### src/rtl/approx_mult_scheduler.sv
// Round-robin scheduler feeding a shared LAT-stage approximate signed multiplier.
// Optional correction counter is enabled by defining APPROX_SCHED_STATS_EN.
module approx_mult_scheduler #(
  parameter int WIDTH                = 32,
  parameter int N_REQ                = 4,
  parameter int LAT                  = 3,
  parameter int ERROR_RECOVERY_LEVEL = 1,
  localparam int IDW                 = $clog2(N_REQ)
) (
  input  logic                     clk,
  input  logic                     rst,
  input  logic [N_REQ-1:0]         req_valid,
  output logic [N_REQ-1:0]         req_ready,
  input  logic [N_REQ*WIDTH-1:0]   req_a,
  input  logic [N_REQ*WIDTH-1:0]   req_b,
  input  logic [N_REQ-1:0]         req_recover,
  output logic                     rsp_valid,
  input  logic                     rsp_ready,
  output logic [IDW-1:0]           rsp_id,
  output logic [WIDTH-1:0]         rsp_y,
  output logic                     busy
`ifdef APPROX_SCHED_STATS_EN
  , output logic [31:0]            corr_count
`endif
);

  function automatic logic [IDW-1:0] wrap_idx(input logic [IDW-1:0] base, input int off);
    int s;
    s = int'(base) + off;
    if (s >= N_REQ) begin
      s = s - N_REQ;
    end else begin
      s = s;
    end
    return IDW'(s);
  endfunction

  function automatic logic [WIDTH-1:0] recover_fn(input logic [WIDTH-1:0] p, input logic en);
    if ((ERROR_RECOVERY_LEVEL >= 1) && en && p[WIDTH-1]) begin
      return p + WIDTH'(1);
    end else begin
      return p;
    end
  endfunction

  logic                     stall_s, found_s, issue_s;
  logic [IDW-1:0]           grant_s;
  logic [IDW-1:0]           ptr_q, ptr_d;
  logic [WIDTH-1:0]         a_s, b_s;
  logic signed [WIDTH-1:0]  prod_s;

  logic                     v_q   [LAT];
  logic                     v_d   [LAT];
  logic [WIDTH-1:0]         p_q   [LAT];
  logic [WIDTH-1:0]         p_d   [LAT];
  logic [IDW-1:0]           id_q  [LAT];
  logic [IDW-1:0]           id_d  [LAT];
  logic                     r_q   [LAT];
  logic                     r_d   [LAT];

  logic                     in_v  [LAT];
  logic [WIDTH-1:0]         in_p  [LAT];
  logic [IDW-1:0]           in_id [LAT];
  logic                     in_r  [LAT];

`ifdef APPROX_SCHED_STATS_EN
  logic                     corr_q, corr_d;
  logic [31:0]              cnt_q, cnt_d;
`endif

  assign stall_s   = rsp_valid && !rsp_ready;
  assign rsp_valid = v_q[LAT-1];
  assign rsp_y     = p_q[LAT-1];
  assign rsp_id    = id_q[LAT-1];

  // Round-robin grant search starting at ptr
  always_comb begin
    found_s = 1'b0;
    grant_s = '0;
    for (int k = 0; k < N_REQ; k++) begin
      if (!found_s && req_valid[wrap_idx(ptr_q, k)]) begin
        found_s = 1'b1;
        grant_s = wrap_idx(ptr_q, k);
      end else begin
        found_s = found_s;
      end
    end
  end

  assign issue_s = found_s && !stall_s && !rst;

  // One-hot ready for the granted requester
  always_comb begin
    req_ready = '0;
    if (issue_s) begin
      req_ready[grant_s] = 1'b1;
    end else begin
      req_ready = '0;
    end
  end

  // Low WIDTH bits of the signed product equal the truncated full product
  assign a_s    = req_a[int'(grant_s)*WIDTH +: WIDTH];
  assign b_s    = req_b[int'(grant_s)*WIDTH +: WIDTH];
  assign prod_s = $signed(a_s) * $signed(b_s);

  // Stage inputs: stage 0 from the issuing requester, later stages from the previous register
  always_comb begin
    in_v[0]  = issue_s;
    in_p[0]  = prod_s;
    in_id[0] = grant_s;
    in_r[0]  = req_recover[grant_s];
    for (int k = 1; k < LAT; k++) begin
      in_v[k]  = v_q[k-1];
      in_p[k]  = p_q[k-1];
      in_id[k] = id_q[k-1];
      in_r[k]  = r_q[k-1];
    end
  end

  // Next state: shift when unstalled, recovery applied as the output stage loads
  always_comb begin
    for (int k = 0; k < LAT; k++) begin
      v_d[k]  = v_q[k];
      p_d[k]  = p_q[k];
      id_d[k] = id_q[k];
      r_d[k]  = r_q[k];
    end
    ptr_d = ptr_q;
`ifdef APPROX_SCHED_STATS_EN
    corr_d = corr_q;
    cnt_d  = cnt_q;
`endif
    if (!stall_s) begin
      for (int k = 0; k < LAT; k++) begin
        v_d[k]  = in_v[k];
        p_d[k]  = in_p[k];
        id_d[k] = in_id[k];
        r_d[k]  = in_r[k];
      end
      p_d[LAT-1] = recover_fn(in_p[LAT-1], in_r[LAT-1]);
`ifdef APPROX_SCHED_STATS_EN
      corr_d = (recover_fn(in_p[LAT-1], in_r[LAT-1]) != in_p[LAT-1]);
`endif
    end else begin
      ptr_d = ptr_q;
    end
    if (issue_s) begin
      ptr_d = wrap_idx(grant_s, 1);
    end else begin
      ptr_d = ptr_q;
    end
`ifdef APPROX_SCHED_STATS_EN
    if (rsp_valid && rsp_ready && corr_q && (cnt_q != 32'hFFFF_FFFF)) begin
      cnt_d = cnt_q + 32'd1;
    end else begin
      cnt_d = cnt_q;
    end
`endif
  end

  // Pipeline, pointer and statistics registers
  always_ff @(posedge clk) begin
    if (rst) begin
      ptr_q <= '0;
      for (int k = 0; k < LAT; k++) begin
        v_q[k]  <= 1'b0;
        p_q[k]  <= '0;
        id_q[k] <= '0;
        r_q[k]  <= 1'b0;
      end
`ifdef APPROX_SCHED_STATS_EN
      corr_q <= 1'b0;
      cnt_q  <= 32'd0;
`endif
    end else begin
      ptr_q <= ptr_d;
      for (int k = 0; k < LAT; k++) begin
        v_q[k]  <= v_d[k];
        p_q[k]  <= p_d[k];
        id_q[k] <= id_d[k];
        r_q[k]  <= r_d[k];
      end
`ifdef APPROX_SCHED_STATS_EN
      corr_q <= corr_d;
      cnt_q  <= cnt_d;
`endif
    end
  end

  // Any stage occupied, output register included
  always_comb begin
    busy = 1'b0;
    for (int k = 0; k < LAT; k++) begin
      busy = busy | v_q[k];
    end
  end

`ifdef APPROX_SCHED_STATS_EN
  assign corr_count = cnt_q;
`endif

endmodule

### config.mk
export PLATFORM = sky130hd
export DESIGN_NAME = approx_mult_scheduler
export DESIGN_NICKNAME = d
export VERILOG_FILES = /design/src/rtl/approx_mult_scheduler.sv
export SDC_FILE = /design/constraint.sdc
export NUM_CORES = 2
export LEC_CHECK = 0
export CAP_MARGIN = 20
export CORE_AREA = 2 2 239 241
export DETAILED_ROUTE_END_ITERATION = 12
export DIE_AREA = 0 0 241 243
export PLACE_DENSITY = 0.72
export SYNTH_ARGS = -nofsm -noshare
export SYNTH_HDL_FRONTEND = slang
export SYNTH_SLANG_ARGS = --single-unit
### constraint.sdc
create_clock -name clk -period 22.7 [get_ports clk]
set_input_delay 4.54 -clock clk [delete_from_list [all_inputs] [get_ports clk]]
set_output_delay 4.54 -clock clk [all_outputs]
set_load 0.02 [all_outputs]
==> impl_metrics.yaml <==
timing:
  finalHoldViolCount: 0
  clock.fmax_ghz: 0.0681
  holdWs_ns: 0.442
  relSlewSlack_pct: 29.5
  rsz0062_at_grt: "false"
  slew_viol_final: 0
  finalCriticalPeriod_ns: 14.68
  period_share_pct: 64.7
  setup_viol: 0
  fin_skew_ns: 0.00907
  tightestPinTransition_ns: 1.03
  tns_ns: 0
setup_path:
  worst_setup_path_end_kind: "flop"
  cp-start-kind: "primary input"
  cp_slowest_cell: "a31oi_1"
  cpLargestDelayFamily: "adder cells"
  critPathMaxStageDelay_ns: 0.78
  critPathArrivalTime_ns: 14.92
  cp.required_ns: 22.94
  path_buf_inv: 7
  path_max_fanout: 54
  crit_type: "in2reg"
clock_tree:
  clk_latency_ns: 0.34
  cts.clk_slew.worst_paths_ns: 0.07
  cts_tree: "yes"
  cts_made_buffers: 9
  hold_buffers: 0
  ctsResizeCount: 0
  htreeDepth: 3
  clockRootBuffer: "clkbuf_16"
  post_cts_buffers: 0
  cts.sinks: 109
  cts_buffer_depth: 2
detailed_routing:
  drc_errors: 0
  vias: 18500
  drt-pass1-iter-count: 6
  drt_wl_total_um: 69600
  drt_iter0_markers: 1608
  routedWlPerCell_um: 19.7
  ant_nets: 0
  viasPerCell: 5.25
worst_hold_path:
  hp-class: "reg2reg"
die:
  fp.dieH_um: 243
  die_width_um: 241
  fp.coreArea_um2: 56000
  initial_utilization_pct: 39.5
  num_rows: 87
  pin_count: 307
  dieArea_um2: 58600
cells_and_area:
  final_cell_mix: "inv_1 (436), fa_1 (408), nor2_1 (364)"
  syn_to_final_growth_pct: 17.5
  multi_input_area_um2: 17600
  num_antenna_cells: 0
  fin_cells: 3526
  final_nets: 3596
  drive_gt1_share_pct: 4.98
  ff_latch_area_um2: 2200
  layout_commonest_cell: "inv_1"
  fillCellCount: 5445
global_routing:
  first_global_vias: 19600
  grtUsageTotal_pct: 24.3
  grt_overflow: 0
  grt_start_max_net_pins: 98
  grt_pass1_wl_um: 110000
  antenna_found_initial: 0
logic_synthesis:
  ys_async_sr_fraction_pct: 0
  synth_ff_type: "dfxtp_1"
  syn_inst: 2550
  synthDistinctLibCells: 65
  synth_seq_area_share_pct: 9.96
  yosys_warnings: 0
  synth.cell_area_um2: 22100
  syn_area_per_cell_um2: 8.67
  syn_nets: 3380
  synth-seq-cells: 109
  synth_edf_count: 2
job:
  drv_cap: 0
run_status:
  outcome: "completed"
place:
  numPortBuffers: 306
  hpwl_um: 55400
  dp_cells: 3510
  gp_congestion: 0.945
==> Yosys cell counts, types with 32 or more instances <==
library cell	instances	share of area, %
nand2b_1	32	0.91
mux2i_1	73	3.3
o21ai_0	63	1.4
dfxtp_1	107	9.7
xor2_1	42	1.7
a22o_1	45	1.8
a211oi_1	44	1.5
xnor2_1	63	2.5
nor2_1	365	6.2
inv_1	436	7.4
ha_1	155	8.8
or2_2	48	1.4
clkbuf_1	87	1.5
nand2_1	301	5.1
fa_1	408	37
and3_1	47	1.3
==> tightest hold or removal path, stage by stage (launching register included) <==
cell and delay, ns:
dfxtp_1 0.31, nand2_1 0.05, nand2_1 0.04
==> routing by layer <==
layer / track usage (%) / vias up / share of wire [%] / routed length [um]
met5: 0 / - / 0 / 0
met4: 7.43 / 0 / 3.4 / 2390
met3: 3.28 / 157 / 8.2 / 5700
met2: 41.6 / 858 / 48 / 33700
met1: 31.7 / 9171 / 40 / 27800
li1: - / 8319 / - / -
==> cells by family after synthesis <==
logic type               after synthesis  synth area share, %
AND/OR/NAND/NOR                      855                 16.6
buffers and inverters                566                 10.4
adder cells (fa/ha/maj)              563                 45.7
AO/OA/AOI/OAI                        260                 8.66
XOR/XNOR                             110                 4.67
flip-flops                           109                 9.96
multiplexers                          87                 4.03
==> state kept, by name (all words and copies together) (netlist names) <==
| name | flops |
|---|---|
| ptr_q | 2 |
| p_q | 96 |
| r_q | 2 |
| v_q | 3 |
| id_q | 6 |
==> metrics by stage <==
stage                     utilization (%)  setup WS, ns  instance area, um2
final                                46.5          8.02               26000
after global routing                 46.5          7.51               26000
after CTS                            46.4          8.12               26000
after detailed placement             45.9          7.77               25700
after global placement               45.9          7.94               25700
after floorplan                         -          9.42               22100
==> worst paths after layout <==
kind / start / endpoint / slack, ns / cells after the start
max reg2reg: ptr_q[0] / p_q[0][31] / 12.34 / 31
min: p_q[0][95] / p_q[0][95] / 0.44 / 2
min reg2reg: p_q[0][95] / p_q[0][95] / 0.44 / 2
max: req_valid[1] / p_q[0][31] / 8.02 / 32
==> layout make-up <==
| type | instances | share of cell area, % |
|---|---|---|
| clock buffers | 11 | 0.934 |
| clock inverters | 4 | 0.188 |
| multi-input cells | 1875 | 67.8 |
| repair buffers | 334 | 12.7 |
| inverters | 437 | 6.31 |
| well taps | 756 | 3.64 |
| flip-flops and latches | 109 | 8.47 |
Power is not shown: default switching activity piles up to over one toggle a cycle in this logic, so the estimate is an artifact.
